### config.mk
export PLATFORM = sky130hd
export DESIGN_NAME = aes_key_expansion_seq
export DESIGN_NICKNAME = d
export VERILOG_FILES = /design/src/rtl/aes_key_expansion_seq_pkg.sv /design/src/rtl/aes_key_expansion_seq_sub_word.sv /design/src/rtl/aes_key_expansion_seq.sv
export SDC_FILE = /design/constraint.sdc
export NUM_CORES = 2
export LEC_CHECK = 0
export ABC_AREA = 1
export CORE_AREA = 5 5 604 606
export DETAILED_ROUTE_END_ITERATION = 8
export DIE_AREA = 0 0 609 611
export HOLD_SLACK_MARGIN = 0.05
export PLACE_DENSITY = 0.41
export SLEW_MARGIN = 20
export SYNTH_ARGS = -nofsm -noshare
export SYNTH_HDL_FRONTEND = slang
export SYNTH_SLANG_ARGS = --single-unit
### constraint.sdc
create_clock -name clk -period 3.6 [get_ports clk]
set_clock_uncertainty 0.15 [all_clocks]
set_input_delay 0.72 -clock clk [delete_from_list [all_inputs] [get_ports clk]]
set_output_delay 0.72 -clock clk [all_outputs]
set_load 0.005 [all_outputs]
### src/rtl/aes_key_expansion_seq_pkg.sv
// Shared types and helpers for the iterative AES key schedule.
package aes_pkg;

  localparam int         NB        = 4;      // words per round key
  localparam logic [7:0] RCON_INIT = 8'h01;

  typedef enum logic {IDLE, EXPAND} state_t;

  // GF(2^8) multiply by x; steps the round constant.
  function automatic logic [7:0] xtime(input logic [7:0] r);
    return {r[6:0], 1'b0} ^ (r[7] ? 8'h1b : 8'h00);
  endfunction

  // Bit offset of schedule word i inside the flat round-key bus.
  function automatic int word_offset(input int i);
    return (i / NB) * NB * 32 + (NB - 1 - (i % NB)) * 32;
  endfunction

endpackage

### src/rtl/aes_key_expansion_seq_sub_word.sv
// SubWord: four parallel AES S-box lookups on a 32-bit word.
module sub_word (
  input  logic [31:0] a,
  output logic [31:0] y
);

  // Entry 0 is written first, so it lands at index 255; lookups use ~byte.
  localparam logic [255:0][7:0] SBOX = {
    128'h637c777bf26b6fc53001672bfed7ab76, 128'hca82c97dfa5947f0add4a2af9ca472c0,
    128'hb7fd9326363ff7cc34a5e5f171d83115, 128'h04c723c31896059a071280e2eb27b275,
    128'h09832c1a1b6e5aa0523bd6b329e32f84, 128'h53d100ed20fcb15b6acbbe394a4c58cf,
    128'hd0efaafb434d338545f9027f503c9fa8, 128'h51a3408f929d38f5bcb6da2110fff3d2,
    128'hcd0c13ec5f974417c4a77e3d645d1973, 128'h60814fdc222a908846eeb814de5e0bdb,
    128'he0323a0a4906245cc2d3ac629195e479, 128'he7c8376d8dd54ea96c56f4ea657aae08,
    128'hba78252e1ca6b4c6e8dd741f4bbd8b8a, 128'h703eb5664803f60e613557b986c11d9e,
    128'he1f8981169d98e949b1e87e9ce5528df, 128'h8ca1890dbfe6426841992d0fb054bb16
  };

  for (genvar b = 0; b < 4; b++) begin : g_byte
    assign y[b*8 +: 8] = SBOX[~a[b*8 +: 8]];
  end

endmodule

### src/rtl/aes_key_expansion_seq.sv
// Iterative AES key expansion, one 32-bit schedule word per clock.
// Optional macro AES_KEYEXP_ZEROIZE_EN adds a synchronous zeroize input.
module aes_key_expansion_seq
  import aes_pkg::*;
#(
  parameter int Nk = 4,
  parameter int Nr = 10
) (
  input  logic                    clk,
  input  logic                    rst_n,
  input  logic                    start,
  input  logic [32*Nk-1:0]        key,
`ifdef AES_KEYEXP_ZEROIZE_EN
  input  logic                    zeroize,
`endif
  output logic [128*(Nr+1)-1:0]   w,
  output logic                    busy,
  output logic                    ready,
  output logic                    done
);

  localparam int NW = NB * (Nr + 1);
  localparam int CW = $clog2(NW + 1);
  localparam int IW = $clog2(NW);
  localparam int KW = $clog2(Nk);

  state_t                state_q, state_d;
  logic [NW-1:0][31:0]   sched;
  logic [Nk-1:0][31:0]   win;        // win[0] = w[i-Nk], win[Nk-1] = w[i-1]
  logic [Nk-1:0][31:0]   key_words;  // key_words[Nk-1] = key word 0
  logic [CW-1:0]         cnt;
  logic [2:0]            phase;      // i % Nk, tracked incrementally
  logic [7:0]            rcon;
  logic [31:0]           sw_in, sw_out, temp, new_word;
  logic                  last;

  assign key_words = key;
  assign last      = (cnt == CW'(NW - 1));

  for (genvar i = 0; i < NW; i++) begin : g_map
    assign w[word_offset(i) +: 32] = sched[i];
  end

  sub_word u_sub_word (.a(sw_in), .y(sw_out));

  // Next schedule word from the sliding window; RotWord only at phase 0.
  always_comb begin
    sw_in = (phase == 3'd0) ? {win[Nk-1][23:0], win[Nk-1][31:24]} : win[Nk-1];
    temp  = win[Nk-1];
    if (phase == 3'd0)                  temp = sw_out ^ {rcon, 24'h0};
    else if (Nk == 8 && phase == 3'd4)  temp = sw_out;
    new_word = win[0] ^ temp;
  end

  // Next-state logic: start launches, the last word returns to idle.
  always_comb begin
    state_d = state_q;
    case (state_q)
      IDLE:    if (start) state_d = EXPAND;
      EXPAND:  if (last)  state_d = IDLE;
      default: state_d = IDLE;
    endcase
`ifdef AES_KEYEXP_ZEROIZE_EN
    if (zeroize) state_d = IDLE;
`endif
  end

  // State register.
  always_ff @(posedge clk or negedge rst_n) begin
    if (!rst_n) state_q <= IDLE;
    else        state_q <= state_d;
  end

  // Schedule storage, window, counters and handshake flags.
  always_ff @(posedge clk or negedge rst_n) begin
    if (!rst_n) begin
      sched <= '0;
      win   <= '0;
      cnt   <= '0;
      phase <= '0;
      rcon  <= RCON_INIT;
      busy  <= 1'b0;
      ready <= 1'b0;
      done  <= 1'b0;
    end else begin
      done <= 1'b0;
`ifdef AES_KEYEXP_ZEROIZE_EN
      if (zeroize) begin
        sched <= '0;
        win   <= '0;
        cnt   <= '0;
        phase <= '0;
        rcon  <= RCON_INIT;
        busy  <= 1'b0;
        ready <= 1'b0;
      end else
`endif
      if (state_q == IDLE) begin
        if (start) begin
          // Words above Nk-1 keep stale data until rewritten; ready guards them.
          for (int k = 0; k < Nk; k++) begin
            sched[IW'(k)] <= key_words[KW'(Nk - 1 - k)];
            win[KW'(k)]   <= key_words[KW'(Nk - 1 - k)];
          end
          cnt   <= CW'(Nk);
          phase <= '0;
          rcon  <= RCON_INIT;
          busy  <= 1'b1;
          ready <= 1'b0;
        end
      end else begin
        sched[cnt[IW-1:0]] <= new_word;
        win   <= {new_word, win[Nk-1:1]};
        cnt   <= cnt + 1'b1;
        phase <= (phase == 3'(Nk - 1)) ? 3'd0 : phase + 3'd1;
        if (phase == 3'd0) rcon <= xtime(rcon);
        if (last) begin
          done  <= 1'b1;
          ready <= 1'b1;
          busy  <= 1'b0;
        end
      end
    end
  end

endmodule
==> flow_metrics.env <==
export IMPL_clk_insertion_delay_late_ps=930
export IMPL_rsz0062_at_grt="yes"
export IMPL_synth_enable_flop_cells=0
export IMPL_crit_type="flip-flop to flip-flop"
export IMPL_failed_checks="negative setup slack"
export IMPL_synth_flop_cell="dfrtp_1"
export IMPL_hold_viol=0
export IMPL_die_area_um2=372000
export IMPL_worst_pin_slew_ps=1160
export IMPL_cts_root_buf="clkbuf_16"
export IMPL_cp_arrival_ps=4460
export IMPL_ios=1542
export IMPL_yosysTopAreaCellShare_pct=52.3
export IMPL_relSlewSlack_pct=22.7
export IMPL_max_freq_ghz=0.258
export IMPL_drive_gt1_share_pct=22.2
export IMPL_antenna_found_initial=48
export IMPL_post_route_drc_count=0
export IMPL_die_width_um=609
export IMPL_min_period_ps=3870
export IMPL_setup_viol=1120
export IMPL_grt_max_degree=96
export IMPL_async_reset_ff_share_pct=100
export IMPL_grt_overflow=0
export IMPL_fin_area_um2=120000
export IMPL_vias_per_cell=4.97
export IMPL_fin_crit_sh_pct=108
export IMPL_startpoint="phase[0]$_DFFE_PN0P_"
export IMPL_avgSynthCellArea_um2=7.78
export IMPL_ctsHtreeMaxLevel=4
export IMPL_hold_path_class="primary input to asynchronous set/reset pin"
export IMPL_layout_common_cells="nand2_1 (3,676), nand3_1 (1,994), dfrtp_1 (1,555)"
export IMPL_grt_first_pass_wirelength_mm=766
export IMPL_rows=220
export IMPL_wl_per_cell_um=34.9
export IMPL_startpoint_type="flip-flop"
export IMPL_ant_nets=0
export IMPL_area_growth_syn_to_layout_pct=61.4
export IMPL_dpl_instance_area_um2=106000
export IMPL_path_max_fanout=8
export IMPL_setup_tns_ps=-89730
export IMPL_routed_wl_mm=593
export IMPL_syn_area_um2=74500
export IMPL_drt_initial_drc_count=8791
export IMPL_clock_path_buffers=4
export IMPL_dp_hpwl_mm=413
export IMPL_die_y_um=611
export IMPL_yosysWarnings=0
export IMPL_grt_pass1_vias=83000
export IMPL_status="complete, but fails checks"
export IMPL_clock_sinks=1557
export IMPL_final_common_cell="nand2_1"
export IMPL_cts_tree="done"
export IMPL_port_buffers=1477
export IMPL_cp_end_kind="flip-flop"
export IMPL_first_pass_iters=8
export IMPL_synth_cells=9575
export IMPL_start_util_pct=20.8
export IMPL_core_um2=358000
export IMPL_ys_seq_area_share_pct=52.3
export IMPL_ys_ff_latch=1557
export IMPL_nNetsFinal=12300
export IMPL_cts_buffers=195
export IMPL_yosys_area_top_type="dfrtp_1"
export IMPL_synth_area_leaders="dfrtp_1 (52%), nand2_1 (20%), nand3_1 (15%)"
export IMPL_grt_usage_pct=29.7
export IMPL_path_clk_slew_ps=60
export IMPL_drv_cap=0
export IMPL_synthDistinctLibCells=40
export IMPL_synth_net_count=9759
export IMPL_num_vias=84600
export IMPL_report_final_slew_viol_count=0
export IMPL_crit_required_ps=4190
export IMPL_timing_rr_start="phase[0]$_DFFE_PN0P_"
export IMPL_setup_ws_ps=-270
export IMPL_gp_congestion=0.961
export IMPL_holdWs_ps=147
-- logic make-up (layout without fill, tap and decap cells) --
group | Yosys count | in the layout | share of synthesized area [%]
AOI/OAI and AO/OA | 480 | 480 | 3.62
xor gates and xnor gates | 3 | 3 | 0.0353
adders and majority gates | 53 | 53 | 0.891
buffers and inverters | 1038 | 3700 | 6.21
DFF | 1557 | 1557 | 52.3
other | 0 | 14 | 0
and+or+nand+nor | 6444 | 6444 | 36.9
-- cell type report --
class | count | area, um2
fillers | 37400 | 238000
flip-flops and latches | 1557 | 39000
multi-input cells | 6980 | 35000
repair buffers | 3041 | 32400
well taps | 4773 | 5970
clock buffers | 274 | 5700
inverters | 316 | 1270
clock inverters | 69 | 763
diodes | 14 | 35.0
-- repair_timing --
action,4_1_cts,5_1_grt
setup endpoints to repair,1440,1440
endpoints found under the hold margin,52,0
gates resized for setup,474,638
cloned,30,39
pin swaps,49,196
buffers inserted,60,86
hold buffers,1,0
-- Yosys cell counts (3+ instances only) --
cell type,count
buf_4,88
buf_1,9
a31oi_1,12
o21ai_1,34
nand4_1,13
nand2_2,54
or2_2,14
nand2_4,6
buf_6,6
nor2_1,185
o21ai_0,245
nor3_1,5
nand3_2,32
buf_2,269
nand3_1,2240
o22ai_1,13
ha_1,53
xnor2_1,3
nor2_2,5
o211ai_1,76
inv_1,289
dfrtp_1,1556
clkbuf_1,349
nand2_1,3883
inv_2,24
a21oi_1,80
o21ai_2,14
-- flip-flops by register name, summed over array words and instances, names as in the netlist --
| signal | count |
|---|---|
| ready | 1 |
| rcon | 8 |
| busy | 1 |
| done | 1 |
| win | 128 |
| phase | 3 |
| state_q | 1 |
| cnt | 6 |
| w | 1408 |
-- path summary, 6_finish.rpt --
| kind | slack, ps | end | depth (start not counted) |
|---|---|---|---|
| setup / recovery | -270 | w[969]$_DFFE_PN0P_ | 25 |
| hold / removal | 150 | w[948]$_DFFE_PN0P_ | 2 |
| setup reg to reg | -270 | w[969]$_DFFE_PN0P_ | 25 |
| hold reg to reg | 290 | win[0]$_DFFE_PN0P_ | 2 |
| max in group asynchronous | 1530 | w[743]$_DFFE_PN0P_ | 4 |
| min in group clk | 290 | win[0]$_DFFE_PN0P_ | 2 |
-- through the flow --
stage | std cells | setup WS, ps | util (%)
after floorplan | 9575 | 36.4 | -
after global placement | 16500 | -915 | 29.6
after detailed placement | 16500 | -821 | 29.6
after CTS | 16900 | -274 | 32.3
after global routing | 17000 | -285 | 33.5
final | 17000 | -270 | 33.5
-- per-layer routing --
layer  GRT usage [%]  wire length (um)  up-vias
met1            36.9            236000    43100
met2            48.0            269000     4265
met3            6.20             46200     1018
met4            16.6             42000       22
met5               0               160        -
li1                -                 -    36200
-- worst max-delay path, cell delays in order (launching register included) --
cell and delay (ps):
dfrtp_1 390, inv_2 100, ha_4 180, nand2_8 90
buf_12 160, o21ai_4 250, inv_4 100, ha_4 310
buf_6 120, inv_4 40, nand2_4 60, inv_4 40
buf_6 110, o21ai_4 160, nand3_2 150, o211ai_1 190
nand3_1 160, nand3_2 100, nand2_2 70, nand2_2 80
buf_6 100, nand3_4 60, buf_12 200, buf_16 180
nand3_2 110, nand2_1 50
Power is not shown: default switching activity piles up to over one toggle a cycle in this logic, so the estimate is an artifact.
